[config.mk]
export PLATFORM = sky130hd
export DESIGN_NAME = ps2_key_decoder
export DESIGN_NICKNAME = d
export VERILOG_FILES = /design/src/rtl/ps2_key_decoder.sv
export SDC_FILE = /design/constraint.sdc
export NUM_CORES = 1
export LEC_CHECK = 0
export ABC_AREA = 0
export BUFFER_PORTS_ARGS = -buffer_cell sky130_fd_sc_hd__buf_2
export CAP_MARGIN = 20
export CORE_MARGIN = 5
export CORE_UTILIZATION = 40
export DETAILED_ROUTE_END_ITERATION = 8
export GPL_TIMING_DRIVEN = 0
export HOLD_SLACK_MARGIN = 0.03
export PLACE_DENSITY = 0.59
export SETUP_SLACK_MARGIN = 0.1
export SLEW_MARGIN = 25
export SYNTH_ARGS = -nofsm -noshare
export SYNTH_HDL_FRONTEND = slang
export SYNTH_SLANG_ARGS = --single-unit
[constraint.sdc]
create_clock -name clk -period 5.4 [get_ports clk]
set_input_delay 0.54 -clock clk [delete_from_list [all_inputs] [get_ports clk]]
set_output_delay 0.54 -clock clk [all_outputs]
set_load 0.01 [all_outputs]
[src/rtl/ps2_key_decoder.sv]
`default_nettype none
// ============================================================================
//  Module   : ps2_key_decoder
//  Purpose  : PS/2 set-2 receiver. Decodes make/break codes (including the
//             E0 and F0 prefixes) into 3-bit key events and queues them in a
//             first-word-fall-through FIFO.
//  Config   : PS2_PARITY_CHECK_EN enables odd-parity checking of each byte.
//  Revision : 1.0 - initial release
// ============================================================================
module ps2_key_decoder #(
    parameter int FILTER_LEN  = 8,
    parameter int FIFO_DEPTH  = 4,
    parameter int TIMEOUT_CYC = 20000
) (
    input  logic       clk,
    input  logic       reset,
    input  logic       ps2_clk,
    input  logic       ps2_data,
    output logic [2:0] key_code,
    output logic       key_release,
    output logic       key_valid,
    input  logic       key_ready,
    output logic [5:0] key_held,
    output logic       overflow,
    output logic       frame_err
);
    localparam int FW = $clog2(FILTER_LEN);
    localparam int PW = $clog2(FIFO_DEPTH);
    localparam int TW = $clog2(TIMEOUT_CYC + 1);
    localparam logic [FW-1:0] FILT_LAST = FW'(FILTER_LEN - 1);
    localparam logic [TW-1:0] TO_LAST   = TW'(TIMEOUT_CYC - 1);
    localparam logic [PW:0]   DEPTH     = (PW + 1)'(FIFO_DEPTH);

    // ------------------------------------------------------------------
    // Input synchroniser and stability filter; index 0 = clock, 1 = data
    // ------------------------------------------------------------------
    logic [1:0]    r_sync1;
    logic [1:0]    r_sync2;
    logic [1:0]    r_filt;
    logic [FW-1:0] r_fcnt [2];
    logic          r_clk_prev;
    logic          w_strobe;
    logic          w_dat;

    always_ff @(posedge clk) begin
        if (reset) begin
            r_sync1    <= 2'b11;
            r_sync2    <= 2'b11;
            r_filt     <= 2'b11;
            r_clk_prev <= 1'b1;
            for (int i = 0; i < 2; i++) r_fcnt[i] <= '0;
        end else begin
            r_sync1    <= {ps2_data, ps2_clk};
            r_sync2    <= r_sync1;
            r_clk_prev <= r_filt[0];
            for (int i = 0; i < 2; i++) begin
                if (r_sync2[i] == r_filt[i]) begin
                    r_fcnt[i] <= '0;
                end else if (r_fcnt[i] == FILT_LAST) begin
                    r_filt[i] <= r_sync2[i];
                    r_fcnt[i] <= '0;
                end else begin
                    r_fcnt[i] <= r_fcnt[i] + 1'b1;
                end
            end
        end
    end

    assign w_strobe = r_clk_prev & ~r_filt[0];
    assign w_dat    = r_filt[1];

    // ------------------------------------------------------------------
    // Frame FSM
    // ------------------------------------------------------------------
    typedef enum logic [1:0] {
        S_IDLE   = 2'd0,
        S_DATA   = 2'd1,
        S_PARITY = 2'd2,
        S_STOP   = 2'd3
    } state_t;

    state_t        r_state;
    logic [7:0]    r_shift;
    logic [2:0]    r_bitcnt;
    logic          r_parity;
    logic [TW-1:0] r_to_cnt;
    logic          r_byte_done;
    logic [7:0]    r_byte;
    logic          r_frame_err;
    logic          w_timeout;
    logic          w_par_odd;
    logic          w_parity_ok;

    assign w_par_odd = ^{r_shift, r_parity};
`ifdef PS2_PARITY_CHECK_EN
    assign w_parity_ok = w_par_odd;
`else
    // Parity is still captured so the frame format is unchanged; it just never rejects.
    assign w_parity_ok = w_par_odd | 1'b1;
`endif

    assign w_timeout = (r_state != S_IDLE) && !w_strobe && (r_to_cnt == TO_LAST);

    always_ff @(posedge clk) begin
        if (reset) begin
            r_state     <= S_IDLE;
            r_shift     <= '0;
            r_bitcnt    <= '0;
            r_parity    <= 1'b0;
            r_to_cnt    <= '0;
            r_byte_done <= 1'b0;
            r_byte      <= '0;
            r_frame_err <= 1'b0;
        end else begin
            r_byte_done <= 1'b0;
            r_frame_err <= 1'b0;
            if (w_strobe || r_state == S_IDLE) begin
                r_to_cnt <= '0;
            end else if (r_to_cnt != TO_LAST) begin
                r_to_cnt <= r_to_cnt + 1'b1;
            end

            if (w_timeout) begin
                r_state     <= S_IDLE;
                r_frame_err <= 1'b1;
            end else if (w_strobe) begin
                case (r_state)
                    S_IDLE: begin
                        if (!w_dat) begin
                            r_state  <= S_DATA;
                            r_bitcnt <= '0;
                        end
                    end
                    S_DATA: begin
                        r_shift  <= {w_dat, r_shift[7:1]};
                        r_bitcnt <= r_bitcnt + 1'b1;
                        if (r_bitcnt == 3'd7) r_state <= S_PARITY;
                    end
                    S_PARITY: begin
                        r_parity <= w_dat;
                        r_state  <= S_STOP;
                    end
                    S_STOP: begin
                        r_state <= S_IDLE;
                        if (w_dat && w_parity_ok) begin
                            r_byte_done <= 1'b1;
                            r_byte      <= r_shift;
                        end else begin
                            r_frame_err <= 1'b1;
                        end
                    end
                    default: r_state <= S_IDLE;
                endcase
            end
        end
    end

    // ------------------------------------------------------------------
    // Byte decode, prefix flags and held-key tracking
    // ------------------------------------------------------------------
    logic       r_ext;
    logic       r_brk;
    logic [5:0] r_held;
    logic       w_mapped;
    logic [2:0] w_code;
    logic       w_emit;

    always_comb begin
        w_mapped = 1'b1;
        w_code   = 3'd0;
        if (r_ext) begin
            case (r_byte)
                8'h75:   w_code = 3'd0;
                8'h72:   w_code = 3'd1;
                8'h6B:   w_code = 3'd2;
                8'h74:   w_code = 3'd3;
                8'h5A:   w_code = 3'd4;
                default: w_mapped = 1'b0;
            endcase
        end else begin
            case (r_byte)
                8'h1D:   w_code = 3'd0;
                8'h1B:   w_code = 3'd1;
                8'h1C:   w_code = 3'd2;
                8'h23:   w_code = 3'd3;
                8'h29:   w_code = 3'd4;
                8'h5A:   w_code = 3'd4;
                8'h76:   w_code = 3'd5;
                default: w_mapped = 1'b0;
            endcase
        end
    end

    // Typematic repeats (make of a held key) and stray breaks are swallowed.
    assign w_emit = r_byte_done && w_mapped && (r_brk ? r_held[w_code] : !r_held[w_code]);

    always_ff @(posedge clk) begin
        if (reset) begin
            r_ext  <= 1'b0;
            r_brk  <= 1'b0;
            r_held <= '0;
        end else if (w_timeout) begin
            r_ext <= 1'b0;
            r_brk <= 1'b0;
        end else if (r_byte_done) begin
            if (r_byte == 8'hE0) begin
                r_ext <= 1'b1;
            end else if (r_byte == 8'hF0) begin
                r_brk <= 1'b1;
            end else begin
                r_ext <= 1'b0;
                r_brk <= 1'b0;
                if (w_emit) r_held[w_code] <= !r_brk;
            end
        end
    end

    // ------------------------------------------------------------------
    // Event FIFO (first-word fall-through)
    // ------------------------------------------------------------------
    logic [3:0]    r_mem [FIFO_DEPTH];
    logic [PW-1:0] r_wr;
    logic [PW-1:0] r_rd;
    logic [PW:0]   r_count;
    logic          r_overflow;
    logic          w_full;
    logic          w_pop;
    logic          w_push;

    assign w_full = (r_count == DEPTH);
    assign w_pop  = key_valid && key_ready;
    assign w_push = w_emit && (!w_full || w_pop);

    always_ff @(posedge clk) begin
        if (reset) begin
            r_wr       <= '0;
            r_rd       <= '0;
            r_count    <= '0;
            r_overflow <= 1'b0;
            for (int i = 0; i < FIFO_DEPTH; i++) r_mem[i] <= '0;
        end else begin
            r_overflow <= w_emit && w_full && !w_pop;
            if (w_push) begin
                r_mem[r_wr] <= {r_brk, w_code};
                r_wr        <= r_wr + 1'b1;
            end
            if (w_pop) r_rd <= r_rd + 1'b1;
            case ({w_push, w_pop})
                2'b10:   r_count <= r_count + 1'b1;
                2'b01:   r_count <= r_count - 1'b1;
                default: r_count <= r_count;
            endcase
        end
    end

    assign key_code    = r_mem[r_rd][2:0];
    assign key_release = r_mem[r_rd][3];
    assign key_valid   = (r_count != '0);
    assign key_held    = r_held;
    assign overflow    = r_overflow;
    assign frame_err   = r_frame_err;

endmodule
`default_nettype wire

Word level (Yosys, flattened, before mapping)
Memory sizes are Yosys's and may differ from the RTL's. A register that Yosys moved wholly into a read port is not among the register bits.
Index checks and enable logic that the tools add are counted.
{ "op_classes": {"bitwise": 15, "n_eq_ne": 29, "mux": 64, "reduce_logical": 37, "order_cmp": 2, "addsub": 8} }
{ "op_table": {"columns": ["op", "count"], "rows": [
  ["8-bit by 7-bit equality test with 1-bit output (second input constant)", 6],
  ["1-bit two-way mux", 42],
  ["8-bit by 5-bit equality test with 1-bit output (second input constant)", 3],
  ["3-bit two-way mux", 8],
  ["8-bit by 6-bit equality test with 1-bit output (second input constant)", 2],
  ["8-bit equality test (second input constant)", 2],
  ["15-bit by 1-bit adder with 15-bit output (second input constant)", 1],
  ["15-bit equality test (second input constant)", 1],
  ["15-bit != test (second input constant)", 1],
  ["3-bit one-hot mux with 5 select lines", 1],
  ["3-bit by 1-bit adder with 3-bit output (second input constant)", 4],
  ["3-bit equality test (second input constant)", 4],
  ["3-bit one-hot mux with 2 select lines", 2],
  ["3-bit one-hot mux with 4 select lines", 1],
  ["2-bit two-way mux", 5],
  ["1-bit logical AND", 9],
  ["1-bit NOT", 8],
  ["2-bit one-hot mux with 4 select lines", 1],
  ["2-bit AND reduction", 4],
  ["4-bit AND reduction", 2],
  ["4-bit OR reduction", 2],
  ["7-bit OR reduction", 1],
  ["6-bit bitwise mux", 1],
  ["2-bit equality test (second input constant)", 3],
  ["21 further kinds", 41]
]} }
{ "totals": {"regBits": 61, "input_bits": 5, "output_inout_bits": 13, "wordCells": 176, "ram_bits": 22, "n_memories": 2} }
{ "mem_list": {"columns": ["name", "depth", "width", "read_ports", "rd_ports_with_merged_regs", "write_ports", "line", "source"], "rows": [
  ["r_mem", 4, 4, 1, 1, 4, "221", "logic [3:0] r_mem [FIFO_DEPTH];"],
  ["r_fcnt", 2, 3, 2, 0, 2, "40", "logic [FW-1:0] r_fcnt [2];"]
]} }

Depth between registers and ports, before layout
Gate-level depths: netlist of run 1.
{ "logic_depth": {"word_depth": 15, "ltp_mapped": 16, "ltp_nobuf": 14} }

Worst setup path before layout of run 1
No wires, ideal clock.
{ "synth_path": {"path_type": "reg2reg", "startpoint": "register r_byte[2]", "endpoint": "register r_count[2]", "path_buffers": 2, "t_required_ns": 5.330, "setup_ns": 0.070, "synth_period_minus_slack_ns": 3.385, "arrival_ns": 3.315, "slack_ns": 2.015, "path_stages_with_launch": 17, "cell_sequence": "dfxtp_1 > buf_2 > or3b_1 > nor4_1 > a311oi_1 > o211a_1 > a211o_1 > a21oi_2 > nor3b_2 > buf_2 > inv_1 > ha_1 > inv_1 > fa_1 > xor2_1 > or3_1 > a21oi_1"} }
{ "synth_via": {"elab_chain_cells": 12, "elab_cells_between_ends": 31} }
{ "synth_lines": {"columns": ["element", "line", "source"], "rows": [
  ["start, declared", "88", "logic [7:0] r_byte;"],
  ["start signal, assigned", "147", "r_byte <= r_shift;"],
  ["8-bit by 7-bit equality test with 1-bit output / 8-bit by 6-bit equality test with 1-bit output (equally long branches)", "172, 181", null],
  ["2-bit OR reduction (no line)", null, null],
  ["3-bit one-hot mux with 5 select lines", "181", "case (r_byte)"],
  ["3-bit two-way mux", "171", "if (r_ext) begin"],
  ["1-bit binary-select mux with 3-bit select", "195", "assign w_emit = r_byte_done && w_mapped && (r_brk ? r_held[w_code] : !r_held[w_code]);"],
  ["1-bit two-way mux (implied by the code)", "195", null],
  ["1-bit zero test", "195", null],
  ["1-bit two-way mux", "195", null],
  ["1-bit logical AND (*)", "195", null],
  ["1-bit logical AND (*)", "232", "assign w_push = w_emit && (!w_full || w_pop);"],
  ["2-bit by 1-bit equality test with 1-bit output / 2-bit equality test (equally long branches)", "248", "case ({w_push, w_pop})"],
  ["3-bit one-hot mux with 2 select lines / 2-bit nonzero test (equally long branches)", null, null],
  ["end signal, assigned", "249", "2'b10: r_count <= r_count + 1'b1;"],
  ["end signal, assigned", "250", "2'b01: r_count <= r_count - 1'b1;"],
  ["end signal, assigned", "251", "default: r_count <= r_count;"],
  ["end, declared", "224", "logic [PW:0] r_count;"]
]} }
Mark *: on every way between the ends. The rest lies on a longest branch, timed or not. The select of a mux whose other input is x is not followed.
A chain may end at the register's enable or synchronous reset.

Final worst setup path of run 1
{ "layout_path": {"startpoint": "register r_byte[0]", "endpoint": "register r_count[2]"} }
The elaborated chain is that of the path after synthesis.

==> impl_metrics.env, run 1 <==
export IMPL_status="finished clean"
export IMPL_area_growth_pct=11.4
export IMPL_rr_endpoint="r_count[2]"
export IMPL_hold_violations=0
export IMPL_layout_drive_gt1_share=0.127
export IMPL_cts_tree="built"
export IMPL_synth_ff_type="dfxtp_1"
export IMPL_synth_xor_xnor_area_share=0.0445
export IMPL_clock_root_buffer="clkbuf_8"
export IMPL_layout_cells_non_filler=607
export IMPL_grt_usage=0.146
export IMPL_cts_buffer_depth=2
export IMPL_period_needed_ns=3.86
export IMPL_num_antenna_cells=0
export IMPL_synth_top_family_by_area="simple AND/OR/NAND/NOR gates"
export IMPL_nets=484
export IMPL_synth_compound_area_frac=0.118
export IMPL_postRouteAntennaNets=0
export IMPL_h_tree_depth=3
export IMPL_ys_ff_latch=85
export IMPL_synth_simple_area_share=0.248
export IMPL_fmax_ghz=0.259
export IMPL_clk_latency_ns=0.36
export IMPL_cts_setup_buffers=0
export IMPL_yosysSeqAreaShare=0.465
export IMPL_antenna_found_initial=0
export IMPL_overflow=0
export IMPL_reg2reg_from="r_byte[0]"
export IMPL_initial_core_util=0.406
export IMPL_tightest_slew_ns=0.624
export IMPL_syn_area_per_cell_um2=9.53
export IMPL_core_area_um2=10200
export IMPL_drtPass1Iterations=5
export IMPL_ir_drop_v=0.000146
export IMPL_power_static_leakage_nw=1.66
export IMPL_vias=3197
export IMPL_holdCritStartpoint="ps2_clk"
export IMPL_die_w_um=112
export IMPL_first_global_vias=3080
export IMPL_io_pins=18
export IMPL_netlist_instances=434
export IMPL_holdPathStages=2
export IMPL_clkTransAtPathRegs_ns=0.09
export IMPL_worstSetupStartpointType="flip-flop"
export IMPL_die_h_um=112
export IMPL_yosysWarnings=0
export IMPL_relSlewSlack=0.582
export IMPL_maxCapViolCount=0
export IMPL_rsz0062_at_grt="no"
export IMPL_crit_fanout=10
export IMPL_hp_class="primary input to flip-flop"
export IMPL_post_route_period_util=0.715
export IMPL_path_class="flip-flop to flip-flop"
export IMPL_synthMuxAreaShare=0.0403
export IMPL_setup_violations=0
export IMPL_synth_fa_ha_area_frac=0.0412
export IMPL_hold_buffers=0
export IMPL_drt_first_iter_violations=141
export IMPL_grt_first_pass_wirelength_um=15100
export IMPL_cts_resized=0
export IMPL_via_per_inst=5.27
export IMPL_wl_per_cell_um=14.0
export IMPL_synth_edf_count=22
export IMPL_finClkSkew_ns=0.0123
export IMPL_synth_most_common_cell="dfxtp_1"
export IMPL_tns_ns=0
export IMPL_row_count=37
export IMPL_io_buffers=16
export IMPL_hpwl_um=6300
export IMPL_rrSetupSlack_ns=1.54
export IMPL_cp_end_kind="flip-flop"
export IMPL_yosys_top_cells_count="dfxtp_1 (63), nand2_1 (43), nor2_1 (39)"
export IMPL_remaining_drc_errors=0
export IMPL_yosys_area_top_type="dfxtp_1"
export IMPL_p_per_area_nw_per_um2=250
export IMPL_ys_types=67
export IMPL_cts_sink_count=85
export IMPL_ff2ff_path_depth=16
export IMPL_cts_buffers=9
export IMPL_gp_congestion=0.797
export IMPL_synth_top_area_frac=0.305
export IMPL_arrival_ns=4.14
export IMPL_post_place_cells=591
export IMPL_min_to="r_sync1[0]"
export IMPL_totalWireLength_um=8490
export IMPL_drv_slew=0
export IMPL_required_ns=5.68
export IMPL_grt_max_degree=15
export IMPL_synth_area_top_cells="dfxtp_1 (31%), edfxtp_1 (16%), nand2_1 (3.9%)"
export IMPL_netlist_area_um2=4130
export IMPL_ys_async_sr_fraction=0
export IMPL_die_area_um2=12500
[cell families after synthesis]
kind of cell,count (synthesis)
other,1
muxes,11
adders and majority gates,13
xor gates and xnor gates,21
DFF,85
AOI/OAI and AO/OA,72
buffers and inverters,40
and+or+nand+nor,191
[placed cells by master (no fill, tap or decap), types with 5 or more instances in the layout]
cell	instances
dfxtp_1	63
nand2_1	43
nor2_1	39
a21oi_1	26
edfxtp_1	22
clkbuf_1	20
and3_1	19
buf_2	19
nand3_1	18
inv_1	15
xor2_1	12
nor3_1	12
ha_1	12
xnor2_1	9
clkbuf_8	9
and2_1	8
or2_2	7
o21ai_0	7
nor4_1	6
conb_1	6
mux2i_1	5
or3_1	5
[registers in the layout (all words and copies together) (netlist names), 3 cells and up, named ones only]
name,cells
r_mem,16
r_to_cnt,15
r_byte,8
r_shift,8
key_held,6
r_fcnt,6
r_bitcnt,3
r_count,3
[metrics by stage]
step | cell area [um^2] | total power, mW | worst slack [ns] | util | hold WS (ns)
2_1_floorplan | 4150 | 0.696 | 2.01 | - | 0.389
3_3_place_gp | 4400 | 0.705 | 1.62 | 0.432 | 0.396
3_5_place_dp | 4400 | 0.706 | 1.57 | 0.432 | 0.399
4_1_cts | 4610 | 1.17 | 1.53 | 0.452 | 0.352
5_1_grt | 4610 | 1.21 | 1.20 | 0.452 | 0.367
6_report | 4610 | 1.15 | 1.54 | 0.452 | 0.371
[report_power, final]
part / total, mW / switching (mW) / leakage [nW] / internal (mW)
combinational: 0.0269 / 0.0175 / 0.834 / 0.00939
clock: 0.460 / 0.219 / 0.106 / 0.241
sequential: 0.664 / 0.00298 / 0.722 / 0.661
total: 1.15 / 0.239 / 1.66 / 0.911
[critical path: stages, from the launching register on]
cell and delay [ns]:
dfxtp_1 0.35, clkbuf_1 0.33, nor2_1 0.13, a22o_1 0.24, a311oi_1 0.56, nand3_1 0.14, a211o_1 0.34, a21oi_2 0.18
nor3b_2 0.08, buf_2 0.18, inv_1 0.07, ha_1 0.16, inv_1 0.06, fa_1 0.37, xor2_1 0.15, or3_1 0.31
a21oi_1 0.14
[layer usage]
metal	vias to the layer above	share of wire	track usage
li1	1616	-	-
met1	1514	0.46	0.184
met2	57	0.49	0.245
met3	10	0.040	0.0391
met4	0	0.014	0.0462
met5	-	0	0
[worst max path at each step]
stage               slack (ns)      start  depth (start not counted)          to
CTS                       1.53  r_byte[0]                         16  r_count[2]
global route              1.20  r_byte[0]                         16  r_count[2]
floorplan                 2.01  r_byte[2]                         16  r_count[2]
finish                    1.54  r_byte[0]                         16  r_count[2]
detailed placement        1.57  r_byte[0]                         16  r_count[2]
global placement          1.62  r_byte[0]                         16  r_count[2]
[cell type report]
type	instances	area, um^2
plain buffers	25	116
clock buffers	12	156
clock inverters	4	46.3
fillers	989	5580
inverters	15	56.3
multi-input cells	314	2060
flip-flops and latches	85	1920
well taps	136	170
repair buffers	16	80.1
No activity file was read; power rests on OpenSTA's default activity.
==> run 2, diff against run 1 <==
- PLACE_DENSITY: 0.59 -> 0.61
- clock period: 5.4 -> 3.49 ns (I/O delays scaled with it)
==> impl_metrics.env, run 2 (synthesis gave the netlist of run 1 again) <==
export IMPL_status="finished clean"
export IMPL_vias=3218
export IMPL_nets=488
export IMPL_core_area_um2=10200
export IMPL_holdPathStages=2
export IMPL_io_buffers=16
export IMPL_switching_share=0.246
export IMPL_clockPowerShare=0.387
export IMPL_drv_slew=0
export IMPL_overflow=0
export IMPL_cts_tree="built"
export IMPL_postRouteAntennaNets=0
export IMPL_die_h_um=112
export IMPL_rsz0062_at_grt="yes"
export IMPL_internal_power_mw=1.31
export IMPL_grt_usage=0.147
export IMPL_antenna_found_initial=0
export IMPL_final_core_util=0.471
export IMPL_setup_violations=0
export IMPL_hpwl_um=6320
export IMPL_fmax_ghz=0.294
export IMPL_mostFrequentLayoutCells="dfxtp_1 (59), nand2_1 (42), nor2_1 (39)"
export IMPL_path_class="flip-flop to flip-flop"
export IMPL_p_per_area_nw_per_um2=364
export IMPL_num_antenna_cells=0
export IMPL_fill_cells=995
export IMPL_switching_power_mw=0.430
export IMPL_totalWireLength_um=8880
export IMPL_relSlewSlack=0.582
export IMPL_die_area_um2=12500
export IMPL_pwr_share_seq=0.589
export IMPL_clkTransAtPathRegs_ns=0.10
export IMPL_layout_drive_gt1_share=0.185
export IMPL_maxCapViolCount=0
export IMPL_cts_buffer_depth=2
export IMPL_reg_top3="r_mem: 16 flops, r_to_cnt: 15 flops"
export IMPL_cp_end_kind="flip-flop"
export IMPL_drtPass1Iterations=4
export IMPL_ff2ff_path_depth=15
export IMPL_pwr_share_comb=0.024
export IMPL_top_register="r_mem"
export IMPL_io_pins=18
export IMPL_h_tree_depth=3
export IMPL_gp_congestion=0.800
export IMPL_cts_buffers=9
export IMPL_crit_fanout=10
export IMPL_wl_per_cell_um=14.5
export IMPL_area_growth_pct=16.0
export IMPL_worstSetupStartpointType="flip-flop"
export IMPL_hp_class="primary input to flip-flop"
export IMPL_first_global_vias=3223
export IMPL_power_static_leakage_nw=1.71
export IMPL_clk_latency_ns=0.36
export IMPL_grt_max_degree=18
export IMPL_layout_commonest_cell="dfxtp_1"
export IMPL_die_w_um=112
export IMPL_finClkSkew_ns=0.0138
export IMPL_wl_met1_um=4190
export IMPL_largest_reg_flops=16
export IMPL_met2_length_um=4260
export IMPL_via_per_inst=5.27
export IMPL_required_ns=3.78
export IMPL_row_count=37
export IMPL_post_route_period_util=0.976
export IMPL_hold_buffers=0
export IMPL_hold_violations=0
export IMPL_arrival_ns=3.70
export IMPL_cts_sink_count=85
export IMPL_drt_first_iter_violations=167
export IMPL_ir_drop_v=0.000171
export IMPL_clock_root_buffer="clkbuf_8"
export IMPL_top_layer="met4"
export IMPL_initial_core_util=0.406
export IMPL_grt_first_pass_wirelength_um=15100
export IMPL_wl_met3_um=326
export IMPL_tns_ns=0
export IMPL_period_needed_ns=3.40
export IMPL_tightest_slew_ns=0.627
export IMPL_remaining_drc_errors=0
[run 2: cell count changes in the layout (fill, tap and decap cells not counted), sizes merged]
| cell | previous run | this run |
|---|---|---|
| buf | 23 | 28 |
| bufinv | 1 | 0 |
| clkbuf | 30 | 26 |
| clkinv | 2 | 3 |
| clkinvlp | 0 | 1 |
| inv | 16 | 18 |
[run 2: what timing repair did]
action                     in CTS  in global routing
resized for setup              21                 14
pin swaps                      10                 12
setup buffers                   3                  3
setup endpoints to repair       3                  2
[run 2: path summary, 6_finish.rpt]
kind / end / startpoint / slack [ns]
worst max-delay path: r_count[2] / r_byte[4] / 0.09
worst min-delay path: r_sync1[0] / ps2_clk / 0.17
worst max register to register: r_count[2] / r_byte[4] / 0.09
worst min register to register: r_sync2[1] / r_sync1[1] / 0.42
[run 2: metal layers]
layer	vias up	global-route usage
met3	12	0.0353
met1	1515	0.193
met2	60	0.238
met4	0	0.0479
li1	1631	-
met5	-	0
[run 2: layout make-up]
class / instances / area, um^2 / share of cell area
plain buffers: 23 / 115 / 0.0240
well taps: 136 / 170 / 0.0355
multi-input cells: 314 / 2210 / 0.460
flip-flops and latches: 85 / 1930 / 0.402
repair buffers: 22 / 125 / 0.0261
inverters: 15 / 56.3 / 0.0117
clock inverters: 7 / 70.1 / 0.0146
clock buffers: 9 / 124 / 0.0258
[run 2: power groups by stage]
stage / clock network [mW] / registers [mW] / logic [mW]
floorplan: 0 / 1.05 / 0.0279
CTS: 0.696 / 1.03 / 0.0422
detailed placement: 0 / 1.05 / 0.0421
global route: 0.748 / 1.03 / 0.0477
global placement: 0 / 1.05 / 0.0417
finish: 0.675 / 1.03 / 0.0416
[run 2: critical path, cell delays in order, from the launching register on]
cell	delay, ns
dfxtp_2	0.33
buf_6	0.13
or3b_4	0.41
a211oi_4	0.38
o21a_4	0.20
o211a_1	0.16
a211o_1	0.18
nand3_1	0.13
nor3b_4	0.19
inv_2	0.06
ha_4	0.13
inv_2	0.04
fa_2	0.37
xor2_2	0.17
or3_4	0.34
a21oi_2	0.13
[run 2: per-stage QoR]
step	std cells	hold WS, ns	power, mW	instance area [um^2]	worst slack (ns)
global placement	591	0.396	1.09	4400	-0.288
CTS	608	0.162	1.77	4730	0.0315
detailed placement	591	0.397	1.09	4400	-0.372
global route	611	0.164	1.82	4790	-0.0528
floorplan	439	0.389	1.08	4150	0.105
finish	611	0.170	1.74	4790	0.0854
==> run 3, diff against run 2 <==
- CORE_MARGIN: 5 -> 2
==> impl_metrics.env, run 3 (synthesis gave the netlist of run 1 again) <==
export IMPL_tightest_slew_ns=0.590
export IMPL_wl_per_cell_um=14.3
export IMPL_worstSetupStartpointType="flip-flop"
export IMPL_h_tree_depth=3
export IMPL_rsz0062_at_grt="yes"
export IMPL_clock_root_buffer="clkbuf_8"
export IMPL_clk_latency_ns=0.36
export IMPL_drv_slew=0
export IMPL_fmax_ghz=0.292
export IMPL_post_route_period_util=0.980
export IMPL_gp_congestion=0.826
export IMPL_area_growth_pct=15.6
export IMPL_pre_cts_ws_ns=-0.439
export IMPL_period_needed_ns=3.42
export IMPL_overflow=0
export IMPL_hpwl_um=6220
export IMPL_tns_ns=0
export IMPL_final_core_util=0.469
export IMPL_first_global_vias=3073
export IMPL_status="finished clean"
export IMPL_via_per_inst=5.23
export IMPL_nets=486
export IMPL_layout_commonest_cell="dfxtp_1"
export IMPL_setup_violations=0
export IMPL_vias=3188
export IMPL_ir_drop_v=0.000173
export IMPL_arrival_ns=3.70
export IMPL_cp_end_kind="flip-flop"
export IMPL_top_register="r_mem"
export IMPL_cts_buffers=9
export IMPL_layout_drive_gt1_share=0.182
export IMPL_drt_first_iter_violations=137
export IMPL_required_ns=3.77
export IMPL_power_mw=1.77
export IMPL_path_delay_family="simple AND/OR/NAND/NOR gates"
export IMPL_hold_violations=0
export IMPL_postRouteAntennaNets=0
export IMPL_totalWireLength_um=8690
export IMPL_grt_usage=0.164
export IMPL_crit_buf_inv=3
export IMPL_path_class="flip-flop to flip-flop"
export IMPL_cts_sink_count=85
export IMPL_largest_reg_flops=16
export IMPL_grt_max_degree=16
export IMPL_clkTransAtPathRegs_ns=0.09
export IMPL_reg_top3="r_mem: 16 flops, r_to_cnt: 15 flops"
export IMPL_initial_core_util=0.406
export IMPL_row_count=37
export IMPL_die_area_um2=11200
export IMPL_cts_tree="built"
export IMPL_remaining_drc_errors=0
export IMPL_maxCapViolCount=0
export IMPL_finClkSkew_ns=0.0135
export IMPL_io_buffers=16
export IMPL_hp_class="primary input to flip-flop"
export IMPL_crit_fanout=10
export IMPL_slowest_delay_ns=0.40
export IMPL_die_w_um=106
export IMPL_mostFrequentLayoutCells="dfxtp_1 (60), nand2_1 (42), nor2_1 (38)"
export IMPL_grt_first_pass_wirelength_um=14600
export IMPL_slowest_stage="or3b_4"
export IMPL_antenna_found_initial=0
export IMPL_fin_ws_ns=0.0700
export IMPL_power_static_leakage_nw=1.68
export IMPL_io_pins=18
export IMPL_p_per_area_nw_per_um2=370
export IMPL_num_antenna_cells=0
export IMPL_die_h_um=106
export IMPL_path_cells="buf_6, or3b_4, nor4_4, a311oi_4, o211a_1, a211o_1, a21oi_2, nor3b_4, inv_2, ha_4, inv_2, fa_2, xor2_1, or3_1, a21oi_2"
export IMPL_cts_buffer_depth=2
export IMPL_drtPass1Iterations=4
export IMPL_relSlewSlack=0.606
export IMPL_whs_ns=0.164
export IMPL_core_area_um2=10200
==> run 3: worst paths after layout <==
path	start	end	slack, ns	depth (start not counted)
worst max-delay path	r_byte[4]	r_count[2]	0.07	15
worst min register to register	r_sync1[1]	r_sync2[1]	0.42	1
worst min-delay path	ps2_clk	r_sync1[0]	0.16	2
worst max register to register	r_byte[4]	r_count[2]	0.07	15
==> run 3: power by group <==
group / internal, mW / switching [mW]
registers: 1.02 / 0.00432
clock network: 0.331 / 0.367
logic: 0.0144 / 0.0273
==> run 3: repair_timing <==
action / 4_1_cts / 5_1_grt
hold buffers: 0 / 0
setup buffers: 3 / 1
gates resized for setup: 23 / 11
pin swaps: 8 / 3
gates cloned: 0 / 0
setup endpoints to repair: 3 / 2
endpoints found under the hold margin: 0 / 0
==> run 3: area by class of cell <==
class	count	area, um^2
clock inverters	7	71.3
inverters	15	56.3
well taps	136	170
flip-flops and latches	85	1930
fillers	964	5410
multi-input cells	314	2200
repair buffers	20	110
plain buffers	23	114
clock buffers	9	124
==> run 3: metal layers <==
metal	wire length (um)	track usage	up-vias	share of wire
met2	4300	0.279	46	0.49
li1	-	-	1624	-
met5	0	0	-	0
met3	287	0.0260	12	0.033
met1	3970	0.208	1506	0.46
met4	136	0.0648	0	0.016
==> run 3: per-stage QoR <==
stage	instances	instance area, um^2
final	609	4780
after global routing	609	4780
after CTS	608	4730
after detailed placement	591	4400
after global placement	591	4400
after floorplan	439	4150
